$ cat src/rtl/spi_target.sv
// spi_target: SPI slave that decodes command/address/data frames into register-file
// write strobes and read-port fetches, with address auto-increment across bursts.
module spi_target #(
  parameter logic CPOL = 1'b1
) (
  input  logic       clk,
  input  logic       reset,
  input  logic       sclk,
  input  logic       mosi,
  input  logic       ssel,
  output logic       miso,
  output logic       miso_oe,
  output logic       reg_write_enable,
  output logic [7:0] reg_write_address,
  output logic [7:0] reg_write_data,
  output logic [7:0] reg_read_address,
  input  logic [7:0] reg_read_data,
  output logic       transfer_done,
  output logic       cmd_error
);
  typedef enum logic [2:0] {IDLE, COMMAND, ADDRESS, WRITE_DATA, READ_DATA, IGNORE} state_t;
  state_t     state_q, state_d;
  logic [2:0] sclk_q, sclk_d, ssel_q, ssel_d, cnt_q, cnt_d;
  logic [1:0] mosi_q, mosi_d, ld_q, ld_d;
  logic [7:0] rx_q, rx_d, tx_q, tx_d, ptr_q, ptr_d, wa_q, wa_d, wd_q, wd_d;
  logic       rd_q, rd_d, we_q, we_d, done_q, done_d, cerr_q, cerr_d;
  logic       rise, fall, sel, sel_fall, sel_rise, boundary;
  logic [7:0] rx_byte;
  // Stage 2 of each shift chain is the synchronized value; stage 3 is its previous value for edge detection.
  always_comb begin
    sclk_d   = {sclk_q[1:0], sclk};
    ssel_d   = {ssel_q[1:0], ssel};
    mosi_d   = {mosi_q[0], mosi};
    rise     = sclk_q[1] & ~sclk_q[2];
    fall     = ~sclk_q[1] & sclk_q[2];
    sel      = ~ssel_q[1];
    sel_fall = ~ssel_q[1] & ssel_q[2];
    sel_rise = ssel_q[1] & ~ssel_q[2];
    boundary = rise & sel & (cnt_q == 3'd7);
    rx_byte  = {rx_q[6:0], mosi_q[1]};
    rx_d     = rise ? rx_byte : rx_q;
    cnt_d    = (sel_fall | sel_rise) ? 3'd0 : (rise & sel) ? cnt_q + 3'd1 : cnt_q;
    tx_d     = ld_q[1] ? reg_read_data : (fall & (cnt_q != 3'd0)) ? {tx_q[6:0], 1'b0} : tx_q;
  end
  // ld_q delays the tx load two clk so the registered read port has settled on the new pointer.
  always_comb begin
    state_d = state_q;
    ptr_d   = ld_q[1] ? ptr_q + 8'd1 : ptr_q;
    rd_d    = rd_q;
    ld_d    = {ld_q[0], 1'b0};
    we_d    = 1'b0;
    wa_d    = wa_q;
    wd_d    = wd_q;
    done_d  = 1'b0;
    cerr_d  = 1'b0;
    if (sel_rise) begin
      state_d = IDLE;
      done_d  = state_q != IDLE;
    end else if (sel_fall) begin
      state_d = COMMAND;
    end else if (boundary) begin
      case (state_q)
        COMMAND: begin
          state_d = (rx_byte[7:1] == 7'h01) ? ADDRESS : IGNORE;
          rd_d    = rx_byte[0];
          cerr_d  = rx_byte[7:1] != 7'h01;
        end
        ADDRESS: begin
          ptr_d   = rx_byte;
          state_d = rd_q ? READ_DATA : WRITE_DATA;
          ld_d[0] = rd_q;
        end
        WRITE_DATA: begin
          we_d  = 1'b1;
          wa_d  = ptr_q;
          wd_d  = rx_byte;
          ptr_d = ptr_q + 8'd1;
        end
        READ_DATA: ld_d[0] = 1'b1;
        default: ;
      endcase
    end
  end
  always_ff @(posedge clk or posedge reset) begin
    if (reset) begin
      state_q <= IDLE;
      sclk_q  <= {3{CPOL}};
      ssel_q  <= 3'b111;
      mosi_q  <= '0;
      cnt_q   <= '0;
      ld_q    <= '0;
      rx_q    <= '0;
      tx_q    <= '0;
      ptr_q   <= '0;
      wa_q    <= '0;
      wd_q    <= '0;
      rd_q    <= 1'b0;
      we_q    <= 1'b0;
      done_q  <= 1'b0;
      cerr_q  <= 1'b0;
    end else begin
      state_q <= state_d;
      sclk_q  <= sclk_d;
      ssel_q  <= ssel_d;
      mosi_q  <= mosi_d;
      cnt_q   <= cnt_d;
      ld_q    <= ld_d;
      rx_q    <= rx_d;
      tx_q    <= tx_d;
      ptr_q   <= ptr_d;
      wa_q    <= wa_d;
      wd_q    <= wd_d;
      rd_q    <= rd_d;
      we_q    <= we_d;
      done_q  <= done_d;
      cerr_q  <= cerr_d;
    end
  end
  assign miso_oe           = (state_q == READ_DATA) & sel;
  assign miso              = miso_oe & tx_q[7];
  assign reg_read_address  = ptr_q;
  assign reg_write_enable  = we_q;
  assign reg_write_address = wa_q;
  assign reg_write_data    = wd_q;
  assign transfer_done     = done_q;
  assign cmd_error         = cerr_q;
endmodule

$ cat config.mk
export PLATFORM = sky130hd
export DESIGN_NAME = spi_target
export DESIGN_NICKNAME = d
export VERILOG_FILES = /design/src/rtl/spi_target.sv
export SDC_FILE = /design/constraint.sdc
export NUM_CORES = 1
export LEC_CHECK = 0
export CAP_MARGIN = 10
export CORE_MARGIN = 4
export CORE_UTILIZATION = 55
export CTS_BUF_LIST = sky130_fd_sc_hd__clkbuf_16
export DETAILED_ROUTE_END_ITERATION = 8
export PLACE_DENSITY = 0.81
export REMOVE_ABC_BUFFERS = 1
export SLEW_MARGIN = 20
export SYNTH_ARGS = -nofsm -noshare
export SYNTH_HDL_FRONTEND = slang
export SYNTH_SLANG_ARGS = --single-unit
export TNS_END_PERCENT = 5
$ cat constraint.sdc
create_clock -name clk -period 6.5 [get_ports clk]
set_clock_uncertainty 0.15 [all_clocks]
set_input_delay 0.975 -clock clk [delete_from_list [all_inputs] [get_ports clk]]
set_output_delay 0.975 -clock clk [all_outputs]
set_load 0.05 [all_outputs]
==> results.py, run 1 <==
metrics = {
    "run_status": {
        "outcome": "completed",
    },
    "floorplan": {
        "num_rows": 25,
        "floorplan.die.height_um": 77.8,
        "io_pins": 42,
        "die_area_um2": 6060,
        "die_w_um": 77.8,
        "coreArea_um2": 4720,
        "start_util": 0.568,
    },
    "global_routing": {
        "grt-ovfl-total": 0,
        "grt_max_degree": 60,
        "antenna_found_initial": 0,
        "grt_pass1_vias": 1894,
        "track_usage": 0.194,
        "grt_pass1_wl_mm": 9.05,
    },
    "final_layout": {
        "ff_latch_area_um2": 1480,
        "n_antenna_cell": 0,
        "multi_input_area_um2": 1100,
        "area_delta_synth_final_pct": 28.3,
        "fin_area_um2": 3440,
        "finalNetCount": 293,
        "nFillCells": 340,
        "drive_gt1_frac": 0.151,
        "final_cells": 346,
    },
    "placement": {
        "hpwl_mm": 3.50,
        "io_buffers": 41,
        "finalWeightedCongestion": 0.868,
        "dpl.cell_count": 330,
        "place_ws_ps": 3360,
        "post_dp_cell_area_um2": 3130,
    },
    "setup_path": {
        "crit_buf_inv": 1,
        "critPathMaxStageDelay_ps": 790,
        "crit_arrival_ps": 2320,
        "worstPathCellList": "nor4b_1, and2_1, clkdlybuf4s50_1",
        "endpoint_kind": "output pin",
        "crit_slowest_cell": "clkdlybuf4s50_1",
        "cp_top_family": "buffers and inverters",
        "cp.required_ps": 5370,
        "crit_fanout": 18,
        "critical_path_class": "reg -> out",
        "critPathLaunchType": "flip-flop",
    },
    "clocking": {
        "clkSlewWorstSetupHoldPaths_ps": 50,
        "clockBufferDepth": 2,
        "clock_sinks": 59,
        "cts_resized": 0,
        "post-cts-setup-buffer-count": 0,
        "postCtsHoldBufs": 0,
        "insertion_delay_ps": 330,
        "cts_root_buf": "clkbuf_16",
        "cts_buffers": 9,
        "htreeDepth": 3,
        "cts_tree": "yes",
    },
    "routing": {
        "dr.pass1.iters": 4,
        "vias": 1900,
        "wl_met1_mm": 2.36,
        "wl_met3_um": 251,
        "drt-total-wl_mm": 5.18,
        "ant_nets": 0,
        "drt_iter0_drc": 218,
        "top_layer_used": "met4",
        "wire_per_inst_um": 15.0,
        "wl_met2_mm": 2.46,
        "drc": 0,
        "routed_via_density": 5.49,
    },
    "yosys": {
        "synth_top_cell_area_share": 0.495,
        "yosys.area.top_type": "dfrtp_1",
        "synth_most_common_cell": "dfrtp_1",
        "syn-cell-area_um2": 2680,
        "yosysWarningCount": 0,
        "yosys_register_bits": 59,
        "synthTopCellsByArea": "dfrtp_1 49%, mux2_2 6.3%, dfstp_2 5.9%",
        "syn_inst": 231,
        "yosys.cell_types.count": 48,
        "seq_area_frac_synth": 0.553,
        "synth_edf_count": 0,
        "ys_async_sr_fraction": 1.00,
        "avgSynthCellArea_um2": 11.6,
        "ys_top_cells_by_count": "53 x dfrtp_1, 21 x nand2_1, 15 x mux2_2, 14 x o21ai_0, 13 x a21oi_1",
        "synthFlopType": "dfrtp_1",
    },
    "min_path": {
        "hp-class": "reg -> reg",
    },
    "sta": {
        "tightest_slew_ps": 715,
        "setup_viol": 0,
        "worst_slack_ps": 3060,
        "timing.slew.headroom": 0.523,
        "hold_violations": 0,
        "period_minus_slack_ps": 3440,
        "setup_tns_ps": 0,
        "finalMaxSlewViolations": 0,
        "period_share": 0.530,
        "rsz0062_at_grt": "false",
        "fmax_mhz": 290,
    },
    "power": {
        "p_leak_nw": 1.47,
        "irDropWorstVdd_uv": 218,
        "power.density_nw_per_um2": 296,
        "power.total_w": 0.00102,
    },
    "run": {
        "drv_cap": 0,
    },
}
cells by family (layout without fill, tap and decap cells):
family,Yosys count,after routing,synth area share
simple gates,71,71,0.153
flops,59,59,0.553
compound gates,41,41,0.0919
mux,32,32,0.132
buf+inv,20,68,0.0350
fa+ha+maj,6,6,0.0280
xor+xnor,2,2,0.00653
cell type report:
type                            instances  share of cell area
Sequential cell                        59               0.431
Clock inverter                          7              0.0244
Multi-Input combinational cell        152               0.321
Tap cell                               67              0.0244
Timing Repair Buffer                   43               0.124
Inverter                                9             0.00982
Clock buffer                            9              0.0655
registers in the layout, indices dropped and copies added (netlist names):
register and count:
tx_q 8, reg_read_address 8, ld_q 2, rd_q 1, state_q 3, reg_write_address 8, cnt_q 3, mosi_q 2
transfer_done 1, sclk_q 3, rx_q 7, reg_write_enable 1, cmd_error 1, reg_write_data 8, ssel_q 3
layer usage:
metal | up-vias | global-route usage
met5 | - | 0
met4 | 0 | 0.105
met3 | 10 | 0.0568
met2 | 50 | 0.292
met1 | 939 | 0.252
li1 | 901 | -
cell usage in the layout (no fill, tap or decap), drive strengths merged, types with 4 or more instances in the layout:
cell type	synthesis	final
nand2b	4	4
a21oi	13	13
dfstp	6	6
clkdlybuf4s50	0	41
ha	6	6
nor2b	5	5
nand3	6	6
clkbuf	4	9
inv	9	10
o21ai	14	14
nand2	22	22
mux2	24	24
mux2i	8	8
nor2	11	11
dfrtp	53	53
nor3b	4	4
per-stage QoR:
step | hold WS, ps | util
2_1_floorplan | 181 | -
3_3_place_gp | 181 | 0.663
3_5_place_dp | 193 | 0.663
4_1_cts | 203 | 0.728
5_1_grt | 209 | 0.728
6_report | 201 | 0.728
where the power goes:
part | switching [W] | total (W) | internal (W)
Clock | 0.000152 | 0.000482 | 0.000330
Combinational | 0.0000450 | 0.0000907 | 0.0000457
Sequential | 0.0000416 | 0.000444 | 0.000402
worst paths after layout:
path	endpoint	slack, ps	cells past startpoint	from
setup / recovery	miso	3060	3	state_q[0]
hold / removal	ld_q[1]	200	0	ld_q[0]
setup reg to reg	reg_read_address[2]	4260	7	ssel_q[1]
hold reg to reg	ld_q[1]	200	0	ld_q[0]
max in group asynchronous	reg_write_address[7]	4690	3	reset
min in group asynchronous	state_q[0]	1040	3	reset
No activity file was read; power rests on OpenSTA's default activity.
==> run 2: changes to the inputs <==
--- a/config.mk
+++ b/config.mk
@@ -7,10 +7,10 @@
 export LEC_CHECK = 0
 export CAP_MARGIN = 10
 export CORE_MARGIN = 4
-export CORE_UTILIZATION = 55
+export CORE_UTILIZATION = 48
 export CTS_BUF_LIST = sky130_fd_sc_hd__clkbuf_16
 export DETAILED_ROUTE_END_ITERATION = 8
-export PLACE_DENSITY = 0.81
+export PLACE_DENSITY = 0.75
 export REMOVE_ABC_BUFFERS = 1
 export SLEW_MARGIN = 20
 export SYNTH_ARGS = -nofsm -noshare
==> constraint.sdc (replaced) <==
create_clock -name clk -period 2.8 [get_ports clk]
set_clock_uncertainty 0.15 [all_clocks]
set_input_delay 0.42 -clock clk [delete_from_list [all_inputs] [get_ports clk]]
set_output_delay 0.42 -clock clk [all_outputs]
set_load 0.05 [all_outputs]
==> run 2 against run 1 <==
- first-iteration DRC count decreased by 17%
- non-clock buffer count unchanged
- sequential cell count unchanged
- largest power group unchanged
- critical endpoint unchanged
==> results.py, run 2 (synthesis results as in run 1) <==
metrics = {
    "run_status": {
        "outcome": "completed",
    },
    "clocking": {
        "post-cts-setup-buffer-count": 0,
        "cts_resized": 0,
        "clockBufferDepth": 2,
        "cts_tree": "yes",
        "cts_root_buf": "clkbuf_16",
        "cts_buffers": 9,
        "clock_sinks": 59,
        "insertion_delay_ps": 320,
        "postCtsHoldBufs": 0,
        "htreeDepth": 3,
        "clkSlewWorstSetupHoldPaths_ps": 50,
    },
    "final_layout": {
        "drive_gt1_frac": 0.161,
        "fin_area_um2": 3470,
        "area_delta_synth_final_pct": 29.6,
        "finalNetCount": 293,
        "final_common_cell": "dfrtp_1",
        "n_antenna_cell": 0,
        "nFillCells": 417,
        "layout_common_cells": "53 x dfrtp_1, 39 x clkdlybuf4s50_1, 21 x nand2_1",
    },
    "routing": {
        "ant_nets": 0,
        "dr.pass1.iters": 4,
        "drt_iter0_drc": 180,
        "routed_via_density": 5.49,
        "drc": 0,
        "wire_per_inst_um": 15.5,
        "vias": 1917,
        "drt-total-wl_mm": 5.40,
    },
    "setup_path": {
        "cp_top_family": "simple AND/OR/NAND/NOR gates",
        "worstPathCellList": "nor4b_1, and2_1, buf_4",
        "critPathMaxStageDelay_ps": 580,
        "path_depth": 3,
        "crit_buf_inv": 1,
        "critPathLaunchType": "flip-flop",
        "crit_fanout": 18,
        "crit_slowest_cell": "dfrtp_1",
        "r2r_cells": 7,
        "cp.required_ps": 2230,
        "crit_arrival_ps": 1790,
        "r2r-end": "reg_read_address[6]",
        "regToRegStartpoint": "ssel_q[1]",
        "endpoint_kind": "output pin",
        "critical_path_class": "reg -> out",
        "r2r_slack_ps": 580,
    },
    "power": {
        "irDropWorstVdd_uv": 467,
        "power.density_nw_per_um2": 707,
        "p_leak_nw": 1.49,
    },
    "sta": {
        "fmax_mhz": 423,
        "timing.slew.headroom": 0.567,
        "period_share": 0.845,
        "hold_violations": 0,
        "holdWs_ps": 195,
        "finalMaxSlewViolations": 0,
        "setup_viol": 0,
        "period_minus_slack_ps": 2360,
        "rsz0062_at_grt": "false",
        "tightest_slew_ps": 650,
        "setup_tns_ps": 0,
    },
    "min_path": {
        "hp-class": "reg -> reg",
        "hp-start": "mosi_q[0]",
        "whs_endpoint": "mosi_q[1]",
        "holdPathStages": 0,
    },
    "floorplan": {
        "io_pins": 42,
        "die_area_um2": 6850,
        "coreArea_um2": 5270,
        "start_util": 0.509,
        "floorplan.die.height_um": 82.7,
        "die_w_um": 82.7,
        "num_rows": 26,
    },
    "global_routing": {
        "grt_pass1_wl_mm": 9.19,
        "grt_max_degree": 60,
        "antenna_found_initial": 0,
        "grt_pass1_vias": 1891,
        "grt-ovfl-total": 0,
        "track_usage": 0.182,
    },
    "run": {
        "drv_cap": 0,
    },
    "placement": {
        "hpwl_mm": 3.54,
        "finalWeightedCongestion": 0.866,
        "post_dp_cell_area_um2": 3140,
        "io_buffers": 41,
    },
}
[run 2: metal layers]
layer / vias to the layer above / global-route usage / wire, µm
met5: - / 0 / 0
met3: 13 / 0.0336 / 229
met4: 0 / 0.101 / 119
met2: 57 / 0.267 / 2520
met1: 937 / 0.253 / 2540
li1: 910 / - / -
[run 2: how the worst max path moves through the flow]
stage	startpoint	to	slack, ps
after detailed placement	ssel_q[1]	reg_read_address[2]	620
after CTS	state_q[0]	miso	410
after floorplan	state_q[0]	miso	-650
after global placement	ssel_q[1]	reg_read_address[2]	670
final	state_q[0]	miso	440
after global routing	state_q[0]	miso	280
[run 2: through the flow]
step	std cells	setup WS [ps]	power, W	util
6_report	349	435	0.00246	0.659
2_1_floorplan	220	-654	0.00117	-
5_1_grt	349	284	0.00256	0.659
3_5_place_dp	333	623	0.00126	0.596
3_3_place_gp	333	670	0.00125	0.596
4_1_cts	349	414	0.00248	0.659
[run 2: power by group]
part	total, W	switching, W	internal (W)	leakage [nW]
Clock	0.00121	0.000350	0.000857	0.168
Combinational	0.000214	0.000107	0.000107	0.581
Sequential	0.00104	0.000102	0.000934	0.746
[run 2: cell type report]
class	instances	area, µm²	share of cell area
inverter	9	33.8	0.00972
sequential	59	1480	0.427
tap	70	87.6	0.0252
clock buffer	9	225	0.0648
clock inverter	7	108	0.0310
multi-input combinational	152	1100	0.318
timing repair buffer	43	433	0.125
==> run 3: changes to the inputs <==
==> constraint.sdc (replaced) <==
create_clock -name clk -period 2.14 [get_ports clk]
set_clock_uncertainty 0.15 [all_clocks]
set_input_delay 0.321 -clock clk [delete_from_list [all_inputs] [get_ports clk]]
set_output_delay 0.321 -clock clk [all_outputs]
set_load 0.05 [all_outputs]
==> run 3 against run 2 <==
- non-clock buffer count up 9
- count of clock-buffer cells in the layout unchanged
- die area unchanged
- worst setup slack worse by 360 ps
- clock power up 33%
- critical path type unchanged
- cell area up 3.9%
- sequential power up 29%
- first-iteration DRC count down 8.9%
- register-to-register slack worse by 450 ps
- combinational power up 49%
==> results.py, run 3 (synthesis results as in run 1) <==
metrics = {
    "run": {
        "drv_cap": 0,
    },
    "routing": {
        "vias": 1926,
        "drc": 0,
        "drt-total-wl_mm": 5.22,
        "routed_via_density": 5.38,
        "drt_iter0_drc": 164,
        "ant_nets": 0,
        "wire_per_inst_um": 14.6,
        "dr.pass1.iters": 6,
    },
    "final_layout": {
        "layout_common_cells": "52 x dfrtp_1, 35 x clkdlybuf4s50_1, 21 x nand2_1",
        "drive_gt1_frac": 0.222,
        "final_cells": 358,
        "area_delta_synth_final_pct": 34.6,
        "final_common_cell": "dfrtp_1",
        "finalNetCount": 302,
        "n_antenna_cell": 0,
    },
    "setup_path": {
        "critPathMaxStageDelay_ps": 840,
        "crit_arrival_ps": 1590,
        "r2r-end": "reg_read_address[2]",
        "worstPathCellList": "clkdlybuf4s50_1",
        "cp.required_ps": 1670,
        "startpoint": "reg_read_address[1]",
        "r2r_slack_ps": 130,
        "crit_slowest_cell": "clkdlybuf4s50_1",
        "crit_buf_inv": 1,
        "cp_top_family": "buffers and inverters",
        "crit_fanout": 6,
        "regToRegStartpoint": "ssel_q[1]",
        "critical_path_class": "reg -> out",
        "endpoint_kind": "output pin",
        "path_depth": 1,
        "r2r_cells": 7,
        "crit_end": "reg_read_address[1]",
        "critPathLaunchType": "flip-flop",
    },
    "placement": {
        "io_buffers": 41,
        "hpwl_mm": 3.58,
        "finalWeightedCongestion": 0.880,
        "dpl.cell_count": 342,
    },
    "run_status": {
        "outcome": "completed",
    },
    "sta": {
        "hold_violations": 0,
        "period_share": 0.963,
        "setup_tns_ps": 0,
        "setup_viol": 0,
        "period_minus_slack_ps": 2060,
        "timing.slew.headroom": 0.659,
        "finalMaxSlewViolations": 0,
        "tightest_slew_ps": 510,
        "fmax_mhz": 485,
    },
    "floorplan": {
        "die_w_um": 82.7,
        "start_util": 0.509,
        "die_area_um2": 6850,
        "num_rows": 26,
        "floorplan.die.height_um": 82.7,
        "coreArea_um2": 5270,
        "io_pins": 42,
    },
    "global_routing": {
        "antenna_found_initial": 0,
        "grt_pass1_wl_mm": 8.83,
        "grt_max_degree": 60,
        "grt_pass1_vias": 1862,
        "grt-ovfl-total": 0,
        "track_usage": 0.176,
    },
    "clocking": {
        "clockBufferDepth": 2,
        "post-cts-setup-buffer-count": 0,
        "cts_buffers": 9,
        "cts_root_buf": "clkbuf_16",
        "htreeDepth": 3,
        "insertion_delay_ps": 320,
        "postCtsHoldBufs": 0,
        "cts_tree": "yes",
        "clkSlewWorstSetupHoldPaths_ps": 50,
        "clock_sinks": 59,
    },
    "power": {
        "power.density_nw_per_um2": 907,
        "irDropWorstVdd_uv": 616,
        "p_leak_nw": 1.58,
    },
    "min_path": {
        "hp-class": "reg -> reg",
    },
}
-- run 3: what timing repair did --
item / 4_1_cts / 5_1_grt
setup endpoints to repair: 1 / 11
gates resized for setup: 0 / 8
pin swaps: 1 / 2
-- run 3: how the worst min path moves through the flow --
stage               from        end  slack, ps  cells past startpoint
2_1_floorplan       sclk  sclk_q[0]        180                      0
3_3_place_gp   mosi_q[0]  mosi_q[1]        180                      0
3_5_place_dp     ld_q[0]    ld_q[1]        190                      0
4_1_cts        mosi_q[0]  mosi_q[1]        210                      0
5_1_grt        mosi_q[0]  mosi_q[1]        210                      0
6_report       mosi_q[0]  mosi_q[1]        210                      0
-- run 3: area by class of cell --
class                           count  area (µm²)
Inverter                            9        33.8
Clock buffer                        9         225
Multi-Input combinational cell    152        1120
Fill cell                         418        1660
Clock inverter                      7         116
Tap cell                           70        87.6
Sequential cell                    59        1490
Timing Repair Buffer               52         538
-- run 3: layer usage --
metal  vias up  wire [µm]  share of wire  GRT usage
li1        925          -              -          -
met1       931       2450           0.47      0.244
met2        61       2370           0.45      0.246
met3         9        271          0.052     0.0575
met4         0        125          0.024     0.0931
met5         -          0              0          0
-- run 3: through the flow --
step	setup WS, ps	area, µm²	hold WS (ps)	total power (W)	utilization
after detailed placement	-1.82	3240	190	0.00167	0.615
final	78.4	3610	206	0.00327	0.685
after floorplan	-1220	2620	175	0.00153	-
after global routing	-1.87	3610	213	0.00342	0.685
after CTS	2.60	3580	207	0.00330	0.680
after global placement	103	3240	182	0.00166	0.615
-- run 3: where the power goes --
group | switching, W | internal (W)
Clock | 0.000479 | 0.00113
Combinational | 0.000154 | 0.000165
Sequential | 0.000119 | 0.00122
Total | 0.000753 | 0.00252
